==> src/rtl/init_command_sequencer_pkg.sv <==
// Shared encodings for the 8259A init/operation command sequencer:
// FSM states, OCW2 command codes, write-decode kinds and command bit positions.
package init_command_sequencer_pkg;

    localparam int unsigned DATA_W = 8;
    localparam int unsigned VEC_W  = 5;
    localparam int unsigned CMD_W  = 3;
    localparam int unsigned LVL_W  = 3;

    // ICW1 bit positions
    localparam int unsigned ICW1_IC4_BIT  = 0;
    localparam int unsigned ICW1_SNGL_BIT = 1;
    localparam int unsigned ICW1_LTIM_BIT = 3;
    localparam int unsigned ICW1_SEL_BIT  = 4;

    // ICW4 bit positions (D0 uPM is not used by this block)
    localparam int unsigned ICW4_AEOI_BIT = 1;
    localparam int unsigned ICW4_MS_BIT   = 2;
    localparam int unsigned ICW4_BUF_BIT  = 3;
    localparam int unsigned ICW4_SFNM_BIT = 4;

    // OCW2 / OCW3 bit positions
    localparam int unsigned OCW2_CMD_LSB  = 5;
    localparam int unsigned OCW2_LVL_LSB  = 0;
    localparam int unsigned OCW3_SEL_BIT  = 3;
    localparam int unsigned OCW3_RIS_BIT  = 0;
    localparam int unsigned OCW3_RR_BIT   = 1;
    localparam int unsigned OCW3_P_BIT    = 2;
    localparam int unsigned OCW3_SMM_BIT  = 5;
    localparam int unsigned OCW3_ESMM_BIT = 6;

    typedef enum logic [2:0] {
        ST_IDLE      = 3'd0,
        ST_WAIT_ICW2 = 3'd1,
        ST_WAIT_ICW3 = 3'd2,
        ST_WAIT_ICW4 = 3'd3,
        ST_READY     = 3'd4
    } seq_state_e;

    typedef enum logic [CMD_W-1:0] {
        OCW2_ROT_AEOI_CLR = 3'b000,
        OCW2_NS_EOI       = 3'b001,
        OCW2_SP_EOI       = 3'b011,
        OCW2_ROT_AEOI_SET = 3'b100,
        OCW2_ROT_NS_EOI   = 3'b101,
        OCW2_SET_PRIO     = 3'b110,
        OCW2_ROT_SP_EOI   = 3'b111
    } ocw2_cmd_e;

    typedef enum logic [2:0] {
        WR_NONE = 3'd0,
        WR_ICW1 = 3'd1,
        WR_OCW2 = 3'd2,
        WR_OCW3 = 3'd3,
        WR_A0   = 3'd4
    } wr_kind_e;

    typedef struct packed {
        logic              a0;
        logic [DATA_W-1:0] data;
    } cpu_wr_t;

    // Classify one CPU write by A0 and the D4/D3 select bits.
    function automatic wr_kind_e decode_write(input logic strobe, input cpu_wr_t wr);
        if (!strobe)                  return WR_NONE;
        if (wr.a0)                    return WR_A0;
        if (wr.data[ICW1_SEL_BIT])    return WR_ICW1;
        if (wr.data[OCW3_SEL_BIT])    return WR_OCW3;
        return WR_OCW2;
    endfunction

endpackage

==> src/rtl/init_command_sequencer_if.sv <==
// Decoded CPU write channel from the 8259A bus control logic into the sequencer.
interface init_command_sequencer_if;
    import init_command_sequencer_pkg::*;

    logic              write_strobe;
    logic              A0;
    logic [DATA_W-1:0] internal_bus;

    modport master (output write_strobe, output A0, output internal_bus);
    modport slave  (input  write_strobe, input  A0, input  internal_bus);

endinterface

==> src/rtl/init_command_sequencer.sv <==
// 8259A initialization/operation command sequencer: walks ICW1..ICW4, holds the
// command registers and issues one-cycle ICW1/OCW2/poll pulses.
module init_command_sequencer
    import init_command_sequencer_pkg::*;
#(
    parameter bit                CASCADE_EN      = 1'b1,
    parameter logic [DATA_W-1:0] IMR_RESET_VALUE = 8'h00
) (
    input  logic                       clk,
    input  logic                       reset_bar,
    init_command_sequencer_if.slave    cpu,
    output logic                       init_done,
    output logic                       icw1_pulse,
    output logic                       ltim,
    output logic                       sngl,
    output logic [VEC_W-1:0]           vector_base,
    output logic [DATA_W-1:0]          cascade_cfg,
    output logic                       aeoi,
    output logic                       sfnm,
    output logic                       buf_mode,
    output logic                       m_s,
    output logic [DATA_W-1:0]          imr,
    output logic                       ocw2_pulse,
    output logic [CMD_W-1:0]           ocw2_cmd,
    output logic [LVL_W-1:0]           ocw2_level,
    output logic                       rotate_aeoi,
    output logic                       special_mask,
    output logic                       poll_pulse,
    output logic                       read_isr
);

    seq_state_e        state_q, state_d;
    cpu_wr_t           wr_c;
    wr_kind_e          kind_c;
    logic [CMD_W-1:0]  wr_cmd_c;

    logic icw1_we_c, icw2_we_c, icw3_we_c, icw4_we_c;
    logic ocw1_we_c, ocw2_we_c, ocw3_we_c;

    logic              init_done_q, icw1_pulse_q, ocw2_pulse_q, poll_pulse_q;
    logic              ltim_q, sngl_q, ic4_q;
    logic [VEC_W-1:0]  vector_base_q;
    logic [DATA_W-1:0] cascade_cfg_q, imr_q;
    logic              aeoi_q, sfnm_q, buf_mode_q, m_s_q;
    logic [CMD_W-1:0]  ocw2_cmd_q;
    logic [LVL_W-1:0]  ocw2_level_q;
    logic              rotate_aeoi_q, special_mask_q, read_isr_q;

    assign wr_c     = '{a0: cpu.A0, data: cpu.internal_bus};
    assign kind_c   = decode_write(cpu.write_strobe, wr_c);
    assign wr_cmd_c = wr_c.data[OCW2_CMD_LSB +: CMD_W];

    // Next-state and register write enables; ICW1 restarts from any state.
    always_comb begin
        state_d   = state_q;
        icw1_we_c = 1'b0;
        icw2_we_c = 1'b0;
        icw3_we_c = 1'b0;
        icw4_we_c = 1'b0;
        ocw1_we_c = 1'b0;
        ocw2_we_c = 1'b0;
        ocw3_we_c = 1'b0;

        if (kind_c == WR_ICW1) begin
            icw1_we_c = 1'b1;
            state_d   = ST_WAIT_ICW2;
        end else begin
            case (state_q)
                ST_IDLE: ;
                ST_WAIT_ICW2: begin
                    if (kind_c == WR_A0) begin
                        icw2_we_c = 1'b1;
                        if (!sngl_q && CASCADE_EN) state_d = ST_WAIT_ICW3;
                        else if (ic4_q)            state_d = ST_WAIT_ICW4;
                        else                       state_d = ST_READY;
                    end
                end
                ST_WAIT_ICW3: begin
                    if (kind_c == WR_A0) begin
                        icw3_we_c = 1'b1;
                        state_d   = ic4_q ? ST_WAIT_ICW4 : ST_READY;
                    end
                end
                ST_WAIT_ICW4: begin
                    if (kind_c == WR_A0) begin
                        icw4_we_c = 1'b1;
                        state_d   = ST_READY;
                    end
                end
                ST_READY: begin
                    case (kind_c)
                        WR_A0:   ocw1_we_c = 1'b1;
                        WR_OCW2: ocw2_we_c = 1'b1;
                        WR_OCW3: ocw3_we_c = 1'b1;
                        default: ;
                    endcase
                end
                default: state_d = ST_IDLE;
            endcase
        end
    end

    always_ff @(posedge clk or negedge reset_bar) begin
        if (!reset_bar) state_q <= ST_IDLE;
        else            state_q <= state_d;
    end

    // Command registers and one-cycle pulses, all updated at the sampling edge.
    always_ff @(posedge clk or negedge reset_bar) begin
        if (!reset_bar) begin
            init_done_q    <= 1'b0;
            icw1_pulse_q   <= 1'b0;
            ocw2_pulse_q   <= 1'b0;
            poll_pulse_q   <= 1'b0;
            ltim_q         <= 1'b0;
            sngl_q         <= 1'b0;
            ic4_q          <= 1'b0;
            vector_base_q  <= '0;
            cascade_cfg_q  <= '0;
            aeoi_q         <= 1'b0;
            sfnm_q         <= 1'b0;
            buf_mode_q     <= 1'b0;
            m_s_q          <= 1'b0;
            imr_q          <= IMR_RESET_VALUE;
            ocw2_cmd_q     <= '0;
            ocw2_level_q   <= '0;
            rotate_aeoi_q  <= 1'b0;
            special_mask_q <= 1'b0;
            read_isr_q     <= 1'b0;
        end else begin
            init_done_q  <= (state_d == ST_READY);
            icw1_pulse_q <= icw1_we_c;
            ocw2_pulse_q <= ocw2_we_c;
            poll_pulse_q <= ocw3_we_c && wr_c.data[OCW3_P_BIT];

            if (icw1_we_c) begin
                ltim_q         <= wr_c.data[ICW1_LTIM_BIT];
                sngl_q         <= CASCADE_EN ? wr_c.data[ICW1_SNGL_BIT] : 1'b1;
                ic4_q          <= wr_c.data[ICW1_IC4_BIT];
                imr_q          <= IMR_RESET_VALUE;
                special_mask_q <= 1'b0;
                read_isr_q     <= 1'b0;
                rotate_aeoi_q  <= 1'b0;
                // Without ICW4 the ICW4-controlled modes fall back to their defaults.
                if (!wr_c.data[ICW1_IC4_BIT]) begin
                    aeoi_q     <= 1'b0;
                    sfnm_q     <= 1'b0;
                    buf_mode_q <= 1'b0;
                    m_s_q      <= 1'b0;
                end
            end

            if (icw2_we_c) vector_base_q <= wr_c.data[DATA_W-1 -: VEC_W];
            if (icw3_we_c) cascade_cfg_q <= wr_c.data;

            if (icw4_we_c) begin
                sfnm_q     <= wr_c.data[ICW4_SFNM_BIT];
                buf_mode_q <= wr_c.data[ICW4_BUF_BIT];
                m_s_q      <= wr_c.data[ICW4_MS_BIT];
                aeoi_q     <= wr_c.data[ICW4_AEOI_BIT];
            end

            if (ocw1_we_c) imr_q <= wr_c.data;

            if (ocw2_we_c) begin
                ocw2_cmd_q   <= wr_cmd_c;
                ocw2_level_q <= wr_c.data[OCW2_LVL_LSB +: LVL_W];
                if (wr_cmd_c == OCW2_ROT_AEOI_SET)      rotate_aeoi_q <= 1'b1;
                else if (wr_cmd_c == OCW2_ROT_AEOI_CLR) rotate_aeoi_q <= 1'b0;
            end

            if (ocw3_we_c) begin
                if (wr_c.data[OCW3_ESMM_BIT]) special_mask_q <= wr_c.data[OCW3_SMM_BIT];
                if (wr_c.data[OCW3_RR_BIT])   read_isr_q     <= wr_c.data[OCW3_RIS_BIT];
            end
        end
    end

    assign init_done    = init_done_q;
    assign icw1_pulse   = icw1_pulse_q;
    assign ltim         = ltim_q;
    assign sngl         = sngl_q;
    assign vector_base  = vector_base_q;
    assign cascade_cfg  = cascade_cfg_q;
    assign aeoi         = aeoi_q;
    assign sfnm         = sfnm_q;
    assign buf_mode     = buf_mode_q;
    assign m_s          = m_s_q;
    assign imr          = imr_q;
    assign ocw2_pulse   = ocw2_pulse_q;
    assign ocw2_cmd     = ocw2_cmd_q;
    assign ocw2_level   = ocw2_level_q;
    assign rotate_aeoi  = rotate_aeoi_q;
    assign special_mask = special_mask_q;
    assign poll_pulse   = poll_pulse_q;
    assign read_isr     = read_isr_q;

endmodule

==> src/flat_wrapper.sv <==
// flat-port wrapper written by rule: the top's interface ports become plain ports
module init_command_sequencer_flat import init_command_sequencer_pkg::*;
#(
    parameter bit                CASCADE_EN      = 1'b1,
    parameter logic [DATA_W-1:0] IMR_RESET_VALUE = 8'h00
)
  (clk, reset_bar, init_done, icw1_pulse, ltim, sngl, vector_base, cascade_cfg, aeoi, sfnm, buf_mode, m_s, imr, ocw2_pulse, ocw2_cmd, ocw2_level, rotate_aeoi, special_mask, poll_pulse, read_isr, cpu_write_strobe, cpu_A0, cpu_internal_bus);
  init_command_sequencer_if cpu_i ();
  input  logic clk;
  input  logic reset_bar;
  output logic init_done;
  output logic icw1_pulse;
  output logic ltim;
  output logic sngl;
  output logic [VEC_W-1:0] vector_base;
  output logic [DATA_W-1:0] cascade_cfg;
  output logic aeoi;
  output logic sfnm;
  output logic buf_mode;
  output logic m_s;
  output logic [DATA_W-1:0] imr;
  output logic ocw2_pulse;
  output logic [CMD_W-1:0] ocw2_cmd;
  output logic [LVL_W-1:0] ocw2_level;
  output logic rotate_aeoi;
  output logic special_mask;
  output logic poll_pulse;
  output logic read_isr;
  input wire logic [$bits(cpu_i.write_strobe)-1:0] cpu_write_strobe;
  input wire logic [$bits(cpu_i.A0)-1:0] cpu_A0;
  input wire logic [$bits(cpu_i.internal_bus)-1:0] cpu_internal_bus;
  assign cpu_i.write_strobe = cpu_write_strobe;
  assign cpu_i.A0 = cpu_A0;
  assign cpu_i.internal_bus = cpu_internal_bus;
  init_command_sequencer #(.CASCADE_EN(CASCADE_EN), .IMR_RESET_VALUE(IMR_RESET_VALUE)) u_core (.clk(clk), .reset_bar(reset_bar), .cpu(cpu_i), .init_done(init_done), .icw1_pulse(icw1_pulse), .ltim(ltim), .sngl(sngl), .vector_base(vector_base), .cascade_cfg(cascade_cfg), .aeoi(aeoi), .sfnm(sfnm), .buf_mode(buf_mode), .m_s(m_s), .imr(imr), .ocw2_pulse(ocw2_pulse), .ocw2_cmd(ocw2_cmd), .ocw2_level(ocw2_level), .rotate_aeoi(rotate_aeoi), .special_mask(special_mask), .poll_pulse(poll_pulse), .read_isr(read_isr));
endmodule
==> config.mk <==
export PLATFORM = sky130hd
export DESIGN_NAME = init_command_sequencer_flat
export DESIGN_NICKNAME = d
export VERILOG_FILES = /design/src/rtl/init_command_sequencer_pkg.sv /design/src/rtl/init_command_sequencer_if.sv /design/src/rtl/init_command_sequencer.sv /design/src/flat_wrapper.sv
export SDC_FILE = /design/constraint.sdc
export NUM_CORES = 1
export LEC_CHECK = 0
export CAP_MARGIN = 40
export CORE_MARGIN = 8
export CORE_UTILIZATION = 31
export CTS_BUF_LIST = sky130_fd_sc_hd__clkbuf_8
export DETAILED_ROUTE_END_ITERATION = 7
export PLACE_DENSITY_LB_ADDON = 0.2
export SYNTH_ARGS = -nofsm -noshare
export SYNTH_HDL_FRONTEND = slang
export SYNTH_SLANG_ARGS = --single-unit
export TNS_END_PERCENT = 20
==> constraint.sdc <==
create_clock -name clk -period 4.3 [get_ports clk]
set_input_delay 1.29 -clock clk [delete_from_list [all_inputs] [get_ports clk]]
set_output_delay 1.29 -clock clk [all_outputs]
set_load 0.1 [all_outputs]
==> results of run 1 <==
[worst min-delay path, delay by kind of cell, from the launching register on]
kind             cells  cell delay [ns]
flip-flops           1             0.36
AO/OA/AOI/OAI        1             0.06
AND/OR/NAND/NOR      1             0.05
[power breakdown]
| part | leakage (nW) | switching [mW] | internal, mW |
|---|---|---|---|
| clock network | 0.0510 | 0.134 | 0.128 |
| logic | 0.812 | 0.856 | 0.492 |
| registers | 0.585 | 0.0684 | 0.513 |
[layout by cell type, fill, tap and decap left out, types with 2 or more instances in the layout]
master	instances
sky130_fd_sc_hd__clkbuf_8	6
sky130_fd_sc_hd__nand2b_1	2
sky130_fd_sc_hd__buf_8	40
sky130_fd_sc_hd__nand2_1	24
sky130_fd_sc_hd__dfrtp_1	44
sky130_fd_sc_hd__a21oi_1	6
sky130_fd_sc_hd__clkdlybuf4s50_1	50
sky130_fd_sc_hd__o21ai_2	8
sky130_fd_sc_hd__inv_1	5
sky130_fd_sc_hd__nor2_1	3
sky130_fd_sc_hd__a22o_1	4
sky130_fd_sc_hd__and2_1	2
sky130_fd_sc_hd__clkinv_2	2
sky130_fd_sc_hd__mux2_2	19
sky130_fd_sc_hd__o21ai_0	5
sky130_fd_sc_hd__a31o_2	2
[per-stage QoR]
| step | util [%] | setup WS [ns] | instance area, um2 |
|---|---|---|---|
| final | 53.6 | 1.41 | 3140 |
| after global routing | 53.6 | 1.31 | 3140 |
| after CTS | 53.6 | 1.39 | 3140 |
| after detailed placement | 52.1 | 1.09 | 3050 |
| after global placement | 41.4 | 1.21 | 2420 |
| after floorplan | - | 2.10 | 1860 |
[cell type report]
cell class / instances / area [um2] / area share, %
tap: 75 / 93.8 / 2.99
multi-input combinational: 95 / 706 / 22.5
clock buffer: 6 / 82.6 / 2.63
sequential: 44 / 1100 / 35.1
inverter: 5 / 18.8 / 0.598
timing repair buffer: 92 / 1130 / 35.9
clock inverter: 2 / 10.0 / 0.319
[layer usage]
layer / up-vias / global-route usage [%]
met5: - / 0
met4: 0 / 4.36
met3: 2 / 2.96
met2: 18 / 22.8
met1: 739 / 12.9
li1: 709 / -
[logic make-up (layout without fill, tap and decap cells)]
kind of cell | count (synthesis) | in the layout | synth area share (%)
AO/OA/AOI/OAI | 31 | 31 | 12.3
multiplexers | 19 | 19 | 11.5
AND/OR/NAND/NOR | 45 | 45 | 14.1
buffers and inverters | 9 | 105 | 3.09
flip-flops | 44 | 44 | 59.1
[cell usage after synthesis (all sizes together) (2+ instances only)]
master / number
mux2: 19
and2b: 3
nand3b: 2
nand2: 24
nor2: 3
and2: 3
o21ai: 13
and3: 2
nand3: 2
nand2b: 2
buf: 4
dfrtp: 44
a22o: 4
inv: 5
a31o: 2
a21oi: 6
[how the worst max path moves through the flow]
stage / slack [ns] / endpoint / cells after the start
3_5_place_dp: 1.09 / u_core.cascade_cfg[6] / 4
4_1_cts: 1.39 / u_core.cascade_cfg[6] / 4
3_3_place_gp: 1.21 / u_core.cascade_cfg[5] / 4
2_1_floorplan: 2.10 / sngl / 0
5_1_grt: 1.31 / u_core.cascade_cfg[6] / 4
6_report: 1.41 / u_core.cascade_cfg[6] / 4
[registers in the layout (all words and copies together) (netlist names), 3 cells and up]
name	cells
u_core.ocw2_level	3
u_core.vector_base	5
u_core.imr	8
u_core.cascade_cfg	8
u_core.state_q	3
u_core.ocw2_cmd	3
==> flow_metrics.py, run 1 <==
metrics = {
    "status": {
        "outcome": "complete, no violations",
    },
    "die": {
        "die-width_um": 93.6,
        "floorplan.rows": 28,
        "io_pins": 52,
        "die_y_um": 93.6,
        "dieArea_mm2": 0.00875,
        "initial_core_utilization_pct": 31.9,
        "floorplan.core_area_mm2": 0.00585,
    },
    "place": {
        "portbufs": 51,
        "dp.final_hpwl_um": 3770,
        "finalWeightedCongestion": 0.724,
        "placed_cells_incl_taps": 311,
    },
    "setup_path": {
        "crit_path_top_delay_cell": "sky130_fd_sc_hd__clkdlybuf4s50_1",
        "critical_path_required_ns": 4.48,
        "critical_path.endpoint_type": "flop",
        "path_buf_inv": 1,
        "worst-r2r-cell-count": 3,
        "critPathMaxStageDelay_ns": 0.65,
        "setup_crit_start": "cpu_A0",
        "crit_path_max_fanout": 9,
        "timing.critical_path.max_delay_family": "simple AND/OR/NAND/NOR gates",
        "timing.reg2reg.setup_slack_ns": 2.60,
        "crit_chain": "clkdlybuf4s50_1 > and4b_1 > and2b_1 > mux2_2",
        "arrival_ns": 3.07,
        "startpoint_class": "input pin",
        "criticalPathCategory": "input pin to flop",
        "rr_endpoint": "u_core.cascade_cfg[6]",
        "crit-reg2reg-launch": "u_core.state_q[1]",
    },
    "synth": {
        "syn-mean-instance-area_um2": 12.6,
        "synth.top_cells.by_area": "sky130_fd_sc_hd__dfrtp_1 (59%), sky130_fd_sc_hd__mux2_2 (11%), sky130_fd_sc_hd__nand2_1 (4.8%), sky130_fd_sc_hd__o21ai_2 (3.8%), sky130_fd_sc_hd__a22o_1 (1.9%)",
        "ys.warnings.count": 0,
        "synth_top_cell_by_area": "sky130_fd_sc_hd__dfrtp_1",
        "synth-edff-count": 0,
        "synth-async-reset-ratio_pct": 100,
        "synthesis.area_mm2": 0.00186,
        "synth.yosys.seq_area_share_pct": 59.1,
        "syn_inst": 148,
        "synth_cell_types": 36,
        "mappedNetlistNets": 160,
        "yosys_register_bits": 44,
        "yosysTopAreaCellShare_pct": 59.1,
        "synth_top_flop_cell": "sky130_fd_sc_hd__dfrtp_1",
    },
    "final_layout": {
        "stdcell_count": 319,
        "final_nets": 255,
        "area.growth.synth_to_final_pct": 68.3,
        "drive_gt1_share_pct": 35.2,
        "num_antenna_cells": 0,
        "filler_cell_count": 488,
    },
    "routing": {
        "antenna_left": 0,
        "drc_errors": 0,
        "via_count": 1468,
        "met2_length_um": 2810,
        "route.met3.wl_um": 163,
        "firstDrtPassIters": 4,
        "wirelength_met1_um": 1920,
        "route.detailed.vias_per_inst": 4.60,
        "post_drt_wl_per_cell_um": 15.5,
        "detailed_router_s_first_iteration_violation_count": 64,
        "top_layer": "met4",
        "routed_wl_um": 4940,
    },
    "grt": {
        "number_of_global_route_vias_before_repair": 1625,
        "largest_net_degree_at_the_start_of_global_routing": 32,
        "globalRoute.totalOverflow": 0,
        "global_route_wire_length_before_repair_um": 8340,
        "initial_antenna_violation_count": 0,
        "grt.total_usage_pct": 12.2,
    },
    "sta": {
        "slew_violations": 0,
        "fin_skew_ns": 0.00610,
        "final.setup.tns_ns": 0,
        "hold_violations": 0,
        "timing.max_slew.rel_slack_pct": 54.9,
        "setup-violations-final": 0,
        "worstMarginPinSlew_ns": 0.674,
        "fin_crit_sh_pct": 67.3,
        "fin_crit_ns": 2.89,
        "grt_setup_unrepaired": "no",
        "timing.hold.ws_ns": 0.498,
        "timing.fmax_mhz": 346,
    },
    "clock_tree": {
        "postCtsResizedCells": 0,
        "cts_tree": "done",
        "clk_transition_reported_paths_ns": 0.08,
        "hold_buffers": 0,
        "ctsRootBufferMaster": "sky130_fd_sc_hd__clkbuf_8",
        "h_tree_depth": 2,
        "clkLatencyLatePin_ns": 0.29,
        "post-cts-setup-buffers": 0,
        "cts_made_buffers": 5,
        "numClockSinks": 44,
        "maximum_buffer_depth_of_the_clock_tree": 2,
    },
    "power": {
        "static_power_due_to_leakage_nw": 1.45,
        "report.power.total_mw": 2.19,
        "ir_drop_mv": 0.406,
        "power_density_mw_per_mm2": 699,
    },
    "hold_path": {
        "min_delay_worst_type": "flop to flop",
        "hold_path_end": "u_core.vector_base[4]",
        "min_path_cells": 2,
        "timing.hold.worst.start": "u_core.vector_base[4]",
    },
    "job": {
        "drv_cap": 0,
    },
}
No activity file was read; power rests on OpenSTA's default activity.
==> inputs of run 2 (changes only) <==
clock period = 2.5 ns   (was 4.3 ns; I/O delays follow)
==> run 2 against run 1 <==
  * Design area fell by 21%
  * Critical endpoint is now u_core.cascade_cfg[4]
  * Non-clock buffer count fell by 35
  * Count of clock-buffer cells in the layout fell by 1
  * Clock skew decreased by 0.0012 ns
  * Sequential power is 72% higher
  * Global-route usage down 0.33 points
  * Register-to-register slack got worse by 1.6 ns
  * Setup slack worse by 0.95 ns
==> flow_metrics.py, run 2 (same netlist as run 1, synthesis figures left out) <==
metrics = {
    "die": {
        "die_y_um": 93.6,
        "floorplan.core_area_mm2": 0.00585,
        "floorplan.rows": 28,
        "die-width_um": 93.6,
        "initial_core_utilization_pct": 31.9,
        "dieArea_mm2": 0.00875,
        "io_pins": 52,
    },
    "sta": {
        "worstMarginPinSlew_ns": 0.770,
        "fin_crit_sh_pct": 81.9,
        "slew_violations": 0,
        "fin_crit_ns": 2.05,
        "grt_setup_unrepaired": "no",
        "finalWorstSetupSlack_ns": 0.451,
        "final.setup.tns_ns": 0,
        "fin_skew_ns": 0.00486,
        "timing.fmax_mhz": 488,
        "hold_violations": 0,
        "timing.max_slew.rel_slack_pct": 48.7,
        "setup-violations-final": 0,
    },
    "power": {
        "clock_power_share_pct": 16.4,
        "static_power_due_to_leakage_nw": 1.26,
        "cellInternalPower_mw": 1.56,
        "report.power.total_mw": 3.30,
        "p_comb_share_pct": 53.3,
        "ir_drop_mv": 0.527,
        "netSwitchingFraction_pct": 52.7,
        "power_density_mw_per_mm2": 1320,
        "switching_power_mw": 1.74,
        "power.sequential.fraction_pct": 30.4,
    },
    "grt": {
        "largest_net_degree_at_the_start_of_global_routing": 35,
        "met3_usage_pct": 2.96,
        "global_route_wire_length_before_repair_um": 8090,
        "grt.total_usage_pct": 11.9,
        "use_met2_pct": 20.7,
        "initial_antenna_violation_count": 0,
        "gr-max-usage-layer": "met2",
        "number_of_global_route_vias_before_repair": 1486,
        "globalRoute.totalOverflow": 0,
        "grt.met1_usage_pct": 13.3,
    },
    "hold_path": {
        "min_delay_worst_type": "input pin to async pin",
    },
    "final_layout": {
        "final_nets": 220,
        "filler_cell_count": 564,
        "num_antenna_cells": 0,
        "top_library_cells_by_usage_in_the_layout_fill_and_taps_aside": "sky130_fd_sc_hd__buf_4 (45), sky130_fd_sc_hd__dfrtp_1 (44), sky130_fd_sc_hd__nand2_1 (24)",
        "layout.cells.most_common": "sky130_fd_sc_hd__buf_4",
        "stdcell_count": 284,
        "area.growth.synth_to_final_pct": 33.8,
        "drive_gt1_share_pct": 43.5,
    },
    "routing": {
        "route.detailed.vias_per_inst": 4.78,
        "detailed_router_s_first_iteration_violation_count": 83,
        "post_drt_wl_per_cell_um": 16.7,
        "via_count": 1357,
        "antenna_left": 0,
        "drc_errors": 0,
        "firstDrtPassIters": 4,
        "routed_wl_um": 4740,
    },
    "setup_path": {
        "arrival_ns": 2.23,
        "worst-r2r-cell-count": 4,
        "critical_path_required_ns": 2.68,
        "critPathMaxStageDelay_ns": 0.56,
        "startpoint_class": "input pin",
        "crit_path_top_delay_cell": "sky130_fd_sc_hd__clkdlybuf4s50_1",
        "criticalPathCategory": "input pin to flop",
        "crit-reg2reg-launch": "u_core.state_q[0]",
        "timing.reg2reg.setup_slack_ns": 0.97,
        "rr_endpoint": "u_core.rotate_aeoi",
        "crit_path_max_fanout": 9,
        "critical_path.endpoint_type": "flop",
        "crit_chain": "clkdlybuf4s50_1 > and4b_1 > and2b_1 > buf_4 > mux2_2",
        "setup_crit_start": "cpu_write_strobe",
    },
    "clock_tree": {
        "h_tree_depth": 2,
        "clk_transition_reported_paths_ns": 0.08,
        "cts_made_buffers": 5,
        "maximum_buffer_depth_of_the_clock_tree": 2,
        "post-cts-setup-buffers": 0,
        "hold_buffers": 0,
        "numClockSinks": 44,
        "ctsRootBufferMaster": "sky130_fd_sc_hd__clkbuf_8",
        "cts_tree": "done",
        "postCtsResizedCells": 0,
        "clkLatencyLatePin_ns": 0.29,
    },
    "status": {
        "outcome": "complete, no violations",
    },
    "place": {
        "placed_cells_incl_taps": 276,
        "place_ws_ns": 0.158,
        "dp.final_hpwl_um": 3590,
        "portbufs": 51,
        "finalWeightedCongestion": 0.840,
    },
    "job": {
        "drv_cap": 0,
    },
}
==> run 2: changes by cell type in the layout (fill, tap and decap cells not counted) <==
cell and delta:
sky130_fd_sc_hd__clkinv_2 -1, sky130_fd_sc_hd__clkbuf_8 -1, sky130_fd_sc_hd__buf_4 +45, sky130_fd_sc_hd__clkinvlp_4 +1, sky130_fd_sc_hd__buf_8 -40, sky130_fd_sc_hd__bufinv_16 +1, sky130_fd_sc_hd__clkdlybuf4s50_1 -40
==> run 2: metrics by stage <==
| step | hold WS, ns | area [um2] | util [%] |
|---|---|---|---|
| 3_3_place_gp | 0.474 | 2380 | 40.7 |
| 2_1_floorplan | 0.454 | 1860 | - |
| 4_1_cts | 0.505 | 2490 | 42.6 |
| 6_report | 0.506 | 2490 | 42.6 |
| 5_1_grt | 0.536 | 2490 | 42.6 |
| 3_5_place_dp | 0.485 | 2380 | 40.7 |
==> run 2: area by class of cell <==
| type | count | area (um2) | area share, % |
|---|---|---|---|
| inverters | 5 | 18.8 | 0.753 |
| multi-input cells | 95 | 706 | 28.3 |
| clock inverters | 3 | 42.5 | 1.71 |
| repair buffers | 57 | 463 | 18.6 |
| clock buffers | 5 | 68.8 | 2.76 |
| well taps | 75 | 93.8 | 3.76 |
| flip-flops and latches | 44 | 1100 | 44.2 |
==> run 2: power by group through the flow <==
stage	Clock, mW	Sequential [mW]	Combinational (mW)
after floorplan	0	2.13	0.248
after global placement	0	1.02	1.75
after detailed placement	0	1.02	1.77
after CTS	0.557	1.00	1.77
after global routing	0.584	1.03	1.81
final	0.540	1.00	1.76
==> run 2: worst max-delay path by stage <==
stage | end | slack, ns | depth (start not counted)
after floorplan | sngl | 0.84 | 0
after global placement | u_core.cascade_cfg[0] | 0.20 | 5
after detailed placement | u_core.cascade_cfg[4] | 0.16 | 5
after CTS | u_core.cascade_cfg[4] | 0.46 | 5
after global routing | u_core.cascade_cfg[4] | 0.40 | 5
final | u_core.cascade_cfg[4] | 0.45 | 5
==> run 2: worst max-delay path, delay by kind of cell <==
| kind | cells | cell delay [ns] |
|---|---|---|
| AND/OR/NAND/NOR | 2 | 0.40 |
| buffers and inverters | 2 | 0.73 |
| multiplexers | 1 | 0.35 |
==> run 2: metal layers <==
metal / part of all wire (%) / vias up
li1: - / 645
met1: 40 / 679
met2: 54 / 26
met3: 3.6 / 7
met4: 1.9 / 0
met5: 0 / -
==> inputs of run 3 (changes only) <==
clock period = 2 ns   (was 2.5 ns; I/O delays follow)
==> run 3 against run 2 <==
  * Clock skew grew 0.0042 ns
  * Via count grew 3.8%
  * Register-to-register slack lost 0.51 ns
  * Power grew 44%
  * Sequential share of layout area shrank 8.3 points
  * First-iteration DRC count shrank 12%
  * Core utilization grew 9.9 points
  * Design area grew 23%
  * Die area is the same
  * Sequential power grew 37%
  * Largest power group unchanged
  * Highest routed layer unchanged
==> flow_metrics.py, run 3 (same netlist as run 1, synthesis figures left out) <==
metrics = {
    "status": {
        "outcome": "complete, no violations",
    },
    "sta": {
        "fin_crit_ns": 1.87,
        "fin_skew_ns": 0.00910,
        "timing.hold.ws_ns": 0.377,
        "final.setup.tns_ns": 0,
        "fin_crit_sh_pct": 93.5,
        "timing.max_slew.rel_slack_pct": 63.3,
        "setup-violations-final": 0,
        "grt_setup_unrepaired": "no",
        "timing.fmax_mhz": 535,
        "worstMarginPinSlew_ns": 0.551,
        "slew_violations": 0,
        "hold_violations": 0,
    },
    "setup_path": {
        "critPathMaxStageDelay_ns": 0.56,
        "crit_path_top_delay_cell": "sky130_fd_sc_hd__clkdlybuf4s50_1",
        "crit_chain": "clkdlybuf4s50_1 > and4b_1 > and2b_1 > buf_4 > mux2_2",
        "crit_path_max_fanout": 6,
        "criticalPathCategory": "input pin to flop",
        "rr_endpoint": "u_core.rotate_aeoi",
        "critical_path_required_ns": 2.18,
        "critical_path.endpoint_type": "flop",
        "crit-reg2reg-launch": "u_core.state_q[0]",
        "timing.reg2reg.setup_slack_ns": 0.46,
        "startpoint_class": "input pin",
        "arrival_ns": 2.05,
        "worst-r2r-cell-count": 4,
    },
    "routing": {
        "route.detailed.vias_per_inst": 4.81,
        "antenna_left": 0,
        "via_count": 1408,
        "detailed_router_s_first_iteration_violation_count": 73,
        "routed_wl_um": 5080,
        "firstDrtPassIters": 4,
        "drc_errors": 0,
        "post_drt_wl_per_cell_um": 17.3,
    },
    "final_layout": {
        "layout.cells.most_common": "sky130_fd_sc_hd__dfrtp_1",
        "top_library_cells_by_usage_in_the_layout_fill_and_taps_aside": "sky130_fd_sc_hd__dfrtp_1 (44), sky130_fd_sc_hd__buf_12 (42), sky130_fd_sc_hd__nand2_1 (24)",
        "fin_util_pct": 52.5,
        "drive_gt1_share_pct": 45.4,
        "area.growth.synth_to_final_pct": 64.7,
        "num_antenna_cells": 0,
        "final_nets": 229,
    },
    "power": {
        "switching_power_mw": 2.29,
        "power_density_mw_per_mm2": 1550,
        "power.sequential.fraction_pct": 28.9,
        "cellInternalPower_mw": 2.46,
        "static_power_due_to_leakage_nw": 1.44,
        "netSwitchingFraction_pct": 48.2,
        "p_comb_share_pct": 57.3,
        "ir_drop_mv": 0.627,
        "clock_power_share_pct": 13.8,
        "report.power.total_mw": 4.75,
    },
    "place": {
        "portbufs": 51,
        "finalWeightedCongestion": 0.754,
        "dp.final_hpwl_um": 3890,
    },
    "clock_tree": {
        "cts_made_buffers": 5,
        "post-cts-setup-buffers": 0,
        "h_tree_depth": 2,
        "postCtsResizedCells": 0,
        "clk_transition_reported_paths_ns": 0.08,
        "numClockSinks": 44,
        "hold_buffers": 0,
        "cts_tree": "done",
        "ctsRootBufferMaster": "sky130_fd_sc_hd__clkbuf_8",
        "clkLatencyLatePin_ns": 0.29,
        "maximum_buffer_depth_of_the_clock_tree": 2,
    },
    "hold_path": {
        "min_delay_worst_type": "input pin to async pin",
    },
    "grt": {
        "largest_net_degree_at_the_start_of_global_routing": 45,
        "global_route_wire_length_before_repair_um": 8380,
        "gr-max-usage-layer": "met2",
        "globalRoute.totalOverflow": 0,
        "met3_usage_pct": 2.64,
        "use_met2_pct": 22.3,
        "grt.met1_usage_pct": 13.5,
        "number_of_global_route_vias_before_repair": 1551,
        "grt.total_usage_pct": 12.4,
        "initial_antenna_violation_count": 0,
    },
    "die": {
        "die-width_um": 93.6,
        "die_y_um": 93.6,
        "dieArea_mm2": 0.00875,
        "initial_core_utilization_pct": 31.9,
        "io_pins": 52,
        "floorplan.core_area_mm2": 0.00585,
        "floorplan.rows": 28,
    },
    "job": {
        "drv_cap": 0,
    },
}
## run 3: stage by stage
| stage | instance area, um2 | setup WS, ns | std cells |
|---|---|---|---|
| 3_3_place_gp | 2960 | -0.140 | 285 |
| 5_1_grt | 3070 | 0.0738 | 293 |
| 4_1_cts | 3070 | 0.132 | 293 |
| 2_1_floorplan | 1860 | 0.351 | 148 |
| 6_report | 3070 | 0.130 | 293 |
| 3_5_place_dp | 2960 | -0.170 | 285 |
## run 3: worst max-delay path by stage
stage	endpoint	slack (ns)	cells past startpoint	startpoint
3_5_place_dp	u_core.cascade_cfg[2]	-0.17	5	cpu_write_strobe
6_report	u_core.cascade_cfg[2]	0.13	5	cpu_write_strobe
4_1_cts	u_core.cascade_cfg[2]	0.13	5	cpu_write_strobe
3_3_place_gp	u_core.cascade_cfg[3]	-0.14	5	cpu_write_strobe
2_1_floorplan	u_core.init_done	0.35	3	u_core.sngl
5_1_grt	u_core.cascade_cfg[3]	0.07	5	cpu_write_strobe
## run 3: critical path: cells and delay by family
| family | cells | cell delay [ns] |
|---|---|---|
| simple gates | 2 | 0.41 |
| buf+inv | 2 | 0.70 |
| mux | 1 | 0.34 |
## run 3: cell type report
| cell class | count | area (um2) |
|---|---|---|
| fill | 482 | 2780 |
| sequential | 44 | 1100 |
| timing repair buffer | 66 | 1040 |
| multi-input combinational | 95 | 706 |
| tap | 75 | 93.8 |
| clock buffer | 5 | 68.8 |
| clock inverter | 3 | 38.8 |
| inverter | 5 | 18.8 |
## run 3: power by group through the flow
stage	clock [mW]	combinational [mW]	sequential, mW
floorplan	0	0.310	2.66
global placement	0	2.72	1.38
detailed placement	0	2.74	1.39
CTS	0.674	2.75	1.37
global route	0.708	2.79	1.40
finish	0.657	2.72	1.37
## run 3: layer usage
layer / part of all wire, % / wire length [um]
met1: 39 / 2000
met2: 55 / 2790
met3: 3.1 / 157
met4: 2.6 / 130
met5: 0 / 0
==> RTL change 1: new RTL, settings of run 1 <==
Remove the register `poll_pulse_q`: a continuous assignment takes its place, so the output `poll_pulse` follows one clock earlier.
--- a/src/rtl/init_command_sequencer.sv
+++ b/src/rtl/init_command_sequencer.sv
@@ -112,5 +112,4 @@
             icw1_pulse_q   <= 1'b0;
             ocw2_pulse_q   <= 1'b0;
-            poll_pulse_q   <= 1'b0;
             ltim_q         <= 1'b0;
             sngl_q         <= 1'b0;
@@ -132,5 +131,4 @@
             icw1_pulse_q <= icw1_we_c;
             ocw2_pulse_q <= ocw2_we_c;
-            poll_pulse_q <= ocw3_we_c && wr_c.data[OCW3_P_BIT];
 
             if (icw1_we_c) begin
@@ -177,4 +175,6 @@
     end
 
+    assign poll_pulse_q = ocw3_we_c && wr_c.data[OCW3_P_BIT];
+
     assign init_done    = init_done_q;
     assign icw1_pulse   = icw1_pulse_q;
Check against the original RTL: not equivalent (a bounded check fails within 4 cycles, from zero or initial values and one cycle with reset_bar low).
==> RTL change 1 against run 1 <==
First-iteration DRC count rose by 3.1%. Routed wire length is 1.0% higher. Sequential cell count down 1. Synthesized area shrank 1.3%. Final area is 0.88% higher. Power shrank 0.23%. Final cell count stayed put. Worst setup slack got worse by 1.2 ns. Largest cell class unchanged.
==> RTL change 1: results (changes against run 1) <==
| Metric | Value |
|---|---|
| Via count of the first global-routing pass | `1,655 (was 1,625)` |
| VDD IR max | `0.000320 V (was 0.000406 V)` |
| Sw Ratio | `48.7% (was 48.3%)` |
| Reg2reg setup slack | `2.62 ns (was 2.60 ns)` |
| Status | `completed (unchanged)` |
| Crit Reg-Reg Endpoint | `u_core.cascade_cfg[7] (was u_core.cascade_cfg[6])` |
| Ys Warns | `0 (unchanged)` |
| Largest net degree at the start of global routing | `27 (was 32)` |
| Post-synth top cells | `43 x dfrtp_1, 24 x nand2_1, 19 x mux2_2 (was 44 x dfrtp_1, 24 x nand2_1, 19 x mux2_2)` |
| Worst-path fanout max | `6 (was 9)` |
| CP Data Arrival Time | `2.77 ns (was 3.07 ns)` |
| DRT Wirelength | `4990 um (was 4940 um)` |
| Synthesized net count | `159 (was 160)` |
| Setup skew after layout | `0.00669 ns (was 0.00610 ns)` |
| Register area share after synthesis | `58.5% (was 59.1%)` |
| DR iter-0 viols | `66 (was 64)` |
| Min Hold Slack | `0.505 ns (was 0.498 ns)` |
| Placed cell areas | `3080 um^2 (was 3050 um^2)` |
| Leakage power | `0.00145 uW (about the same)` |
| First-pass GRT wire length | `8290 um (was 8340 um)` |
| Hold depth | `2 (unchanged)` |
| Die area | `8650 um^2 (was 8750 um^2)` |
| Gr usage total | `12.0% (was 12.2%)` |
| Final HPWL DP | `3790 um (was 3770 um)` |
| Gate Count Post-Synth | `147 (was 148)` |
| Vias per cell | `4.65 (was 4.60)` |
| Layout cells sized above 1 | `35.7% (was 35.2%)` |
| # fillers | `507 (was 488)` |
| Worst Hold End | `u_core.vector_base[4] (unchanged)` |
-- RTL change 1: cell types whose count changed in the layout (fill, tap and decap cells not counted), sizes merged --
cell                  run 1  this run
clkbuf                    6         5
clkinvlp                  0         1
dfrtp                    44        43
clkinv                    2         1
buf                      42        44
inv                       5         6
clkdlybuf4s50            50        49
-- RTL change 1: how the worst max path moves through the flow --
stage | start | end | slack (ns) | cells past startpoint
2_1_floorplan | cpu_write_strobe | poll_pulse | 0.50 | 3
3_3_place_gp | cpu_write_strobe | poll_pulse | 0.28 | 5
3_5_place_dp | cpu_write_strobe | poll_pulse | 0.23 | 5
4_1_cts | cpu_write_strobe | poll_pulse | 0.22 | 5
5_1_grt | cpu_write_strobe | poll_pulse | 0.19 | 5
6_report | cpu_write_strobe | poll_pulse | 0.24 | 5
-- RTL change 1: critical path, stage by stage --
cell	delay (ns)
clkdlybuf4s50_1	0.57
and4bb_4	0.29
and3_2	0.24
and2_1	0.19
buf_12	0.18
-- RTL change 1: cell type report --
cell class / count / share of cell area, %
Timing Repair Buffer: 93 / 37.5
Sequential cell: 43 / 34.0
Multi-Input combinational cell: 95 / 22.3
Tap cell: 75 / 2.96
Clock buffer: 5 / 2.17
Inverter: 5 / 0.593
Clock inverter: 3 / 0.514
-- RTL change 1: power groups by stage --
stage                     combinational, uW  sequential [uW]  clock (uW)
after floorplan                         144             1230           0
after global placement                 1050              573           0
after detailed placement               1380              576           0
after CTS                              1380              568         259
after global routing                   1410              580         275
final                                  1370              568         250
-- RTL change 1: per-stage QoR --
step	util, %	setup WS, ns
2_1_floorplan	-	0.497
6_report	54.4	0.236
5_1_grt	54.4	0.190
3_3_place_gp	41.7	0.281
3_5_place_dp	53.0	0.231
4_1_cts	54.4	0.223
-- RTL change 1: layer usage --
| layer | vias up | GRT usage [%] | wire [um] |
|---|---|---|---|
| met3 | 4 | 1.92 | 171 |
| li1 | 706 | - | - |
| met5 | - | 0 | 0 |
| met2 | 26 | 21.9 | 2760 |
| met1 | 746 | 13.4 | 2000 |
| met4 | 0 | 5.23 | 61 |
-- RTL change 1: logic make-up after synthesis --
logic type             Yosys count  synth area share, %
muxes                           19                 11.6
AOI/OAI and AO/OA               31                 12.4
and+or+nand+nor                 45                 14.3
DFF                             43                 58.5
buffers and inverters            9                 3.13
==> RTL change 2: new RTL, flow settings as in run 1 <==
Made on the original files. `CASCADE_EN` is set to 1'b1 in 2 places; all go to 1'b0.
--- a/src/rtl/init_command_sequencer.sv
+++ b/src/rtl/init_command_sequencer.sv
@@ -4,5 +4,5 @@
     import init_command_sequencer_pkg::*;
 #(
-    parameter bit                CASCADE_EN      = 1'b1,
+    parameter bit                CASCADE_EN      = 1'b0,
     parameter logic [DATA_W-1:0] IMR_RESET_VALUE = 8'h00
 ) (
--- a/src/flat_wrapper.sv
+++ b/src/flat_wrapper.sv
@@ -2,5 +2,5 @@
 module init_command_sequencer_flat import init_command_sequencer_pkg::*;
 #(
-    parameter bit                CASCADE_EN      = 1'b1,
+    parameter bit                CASCADE_EN      = 1'b0,
     parameter logic [DATA_W-1:0] IMR_RESET_VALUE = 8'h00
 )
Behaviour: not the same (Yosys sat finds a counterexample within 4 cycles, from zero or initial values and one cycle with reset_bar low).
==> RTL change 2 against run 1 <==
Power rose by 8.8%. Final area rose by 0.20%. Non-clock buffer count up 1. Sequential share of layout area is 0.070 points lower. Critical path type unchanged. Synthesized area shrank 3.4%. Largest cell class unchanged. Critical path depth is 2 higher. Worst setup slack lost 0.0022 ns. Sequential cell count stayed put. Routed wire length shrank 7.4%.
==> RTL change 2: results (changes against run 1) <==
| Metric | Value |
|---|---|
| Status | `completed (unchanged)` |
| Worst Hold End | `u_core.sngl (was u_core.vector_base[4])` |
| Routed len/inst | `14.4 um (was 15.5 um)` |
| Reg2Reg Depth | `4 (was 3)` |
| CP top delay family | `buffers and inverters (was simple AND/OR/NAND/NOR gates)` |
| DR iter-0 viols | `125 (was 64)` |
| Register area share after synthesis | `61.1% (was 59.1%)` |
| Largest net degree at the start of global routing | `24 (was 32)` |
| Critical R2R Launch | `u_core.state_q[0] (was u_core.state_q[1])` |
| Hold depth | `1 (was 2)` |
| Setup skew after layout | `0.00468 ns (was 0.00610 ns)` |
| Top cells by area, synth | `dfrtp_1 61%, mux2_2 9.4%, nand2_1 6.0% (was dfrtp_1 59%, mux2_2 11%, nand2_1 4.8%)` |
| Final HPWL DP | `3480 um (was 3770 um)` |
| Slowest stage delay, CP | `0.49 ns (was 0.65 ns)` |
| Post-synth top cells | `44 x dfrtp_1, 29 x nand2_1, 15 x mux2_2 (was 44 x dfrtp_1, 24 x nand2_1, 19 x mux2_2)` |
| Layout cells sized above 1 | `29.0% (was 35.2%)` |
| Worst-path fanout max | `15 (was 9)` |
| Met2 Use GR | `17.7% (was 22.8%)` |
| Grt met1 use | `14.2% (was 12.9%)` |
| Leakage power | `0.00141 uW (was 0.00145 uW)` |
| VDD IR max | `0.000493 V (was 0.000406 V)` |
| Slew @ Worst Pin | `0.779 ns (was 0.674 ns)` |
| Vias per cell | `4.51 (was 4.60)` |
| Hold Path Origin | `u_core.sngl (was u_core.vector_base[4])` |
| Synth unique cells | `31 (was 36)` |
| GPL Wtd Cong | `0.763 (was 0.724)` |
| # fillers | `468 (was 488)` |
| CP Data Arrival Time | `3.14 ns (was 3.07 ns)` |
| Synthesized net count | `164 (was 160)` |
| Final net count | `256 (was 255)` |
| Reg2reg setup slack | `2.30 ns (was 2.60 ns)` |
| M3 GR Usage | `3.83% (was 2.96%)` |
| First-pass GRT wire length | `7580 um (was 8340 um)` |
| Via count of the first global-routing pass | `1,482 (was 1,625)` |
| Min Hold Slack | `0.477 ns (was 0.498 ns)` |
RTL change 2: how the worst max path moves through the flow:
stage	end	slack, ns
floorplan	u_core.rotate_aeoi	1.75
global placement	u_core.sfnm	1.15
detailed placement	u_core.aeoi	1.08
CTS	u_core.buf_mode	1.40
global route	u_core.aeoi	1.22
finish	u_core.buf_mode	1.40
RTL change 2: worst reg2reg max path, stage by stage, from the launching register on:
cell,delay [ns]
dfrtp_1,0.48
or3b_1,0.48
or4_4,0.55
o311ai_4,0.27
o41ai_2,0.11
RTL change 2: layout make-up:
cell class	instances	area share, %
Clock buffer	5	2.19
Clock inverter	3	1.23
Inverter	7	0.836
Multi-Input combinational cell	93	20.0
Sequential cell	44	35.0
Tap cell	72	2.87
Timing Repair Buffer	93	37.9
RTL change 2: kinds of logic after synthesis:
| kind of cell | Yosys count | synth area share [%] |
|---|---|---|
| flip-flops | 44 | 61.1 |
| AND/OR/NAND/NOR | 48 | 12.8 |
| multiplexers | 18 | 11.3 |
| buffers and inverters | 15 | 4.03 |
| AO/OA/AOI/OAI | 26 | 10.1 |
| adder cells (fa/ha/maj) | 1 | 0.556 |
RTL change 2: per-stage QoR:
| step | utilization, % | power, uW | instances | area [um^2] |
|---|---|---|---|---|
| after global routing | 56.4 | 2470 | 317 | 3140 |
| after floorplan | - | 1440 | 152 | 1800 |
| after global placement | 42.3 | 1710 | 268 | 2360 |
| final | 56.4 | 2380 | 317 | 3140 |
| after detailed placement | 54.5 | 2090 | 309 | 3040 |
| after CTS | 56.4 | 2410 | 317 | 3140 |
RTL change 2: per-layer routing:
| layer | up-vias | wire length (um) |
|---|---|---|
| met1 | 681 | 2140 |
| met4 | 0 | 64 |
| met5 | - | 0 |
| li1 | 705 | - |
| met3 | 6 | 238 |
| met2 | 39 | 2140 |
RTL change 2: power by group:
group	total [uW]	switching (uW)	internal (uW)	leakage [uW]
Clock	313	143	170	0.0000593
Sequential	591	69.6	521	0.000577
Combinational	1480	924	557	0.000772
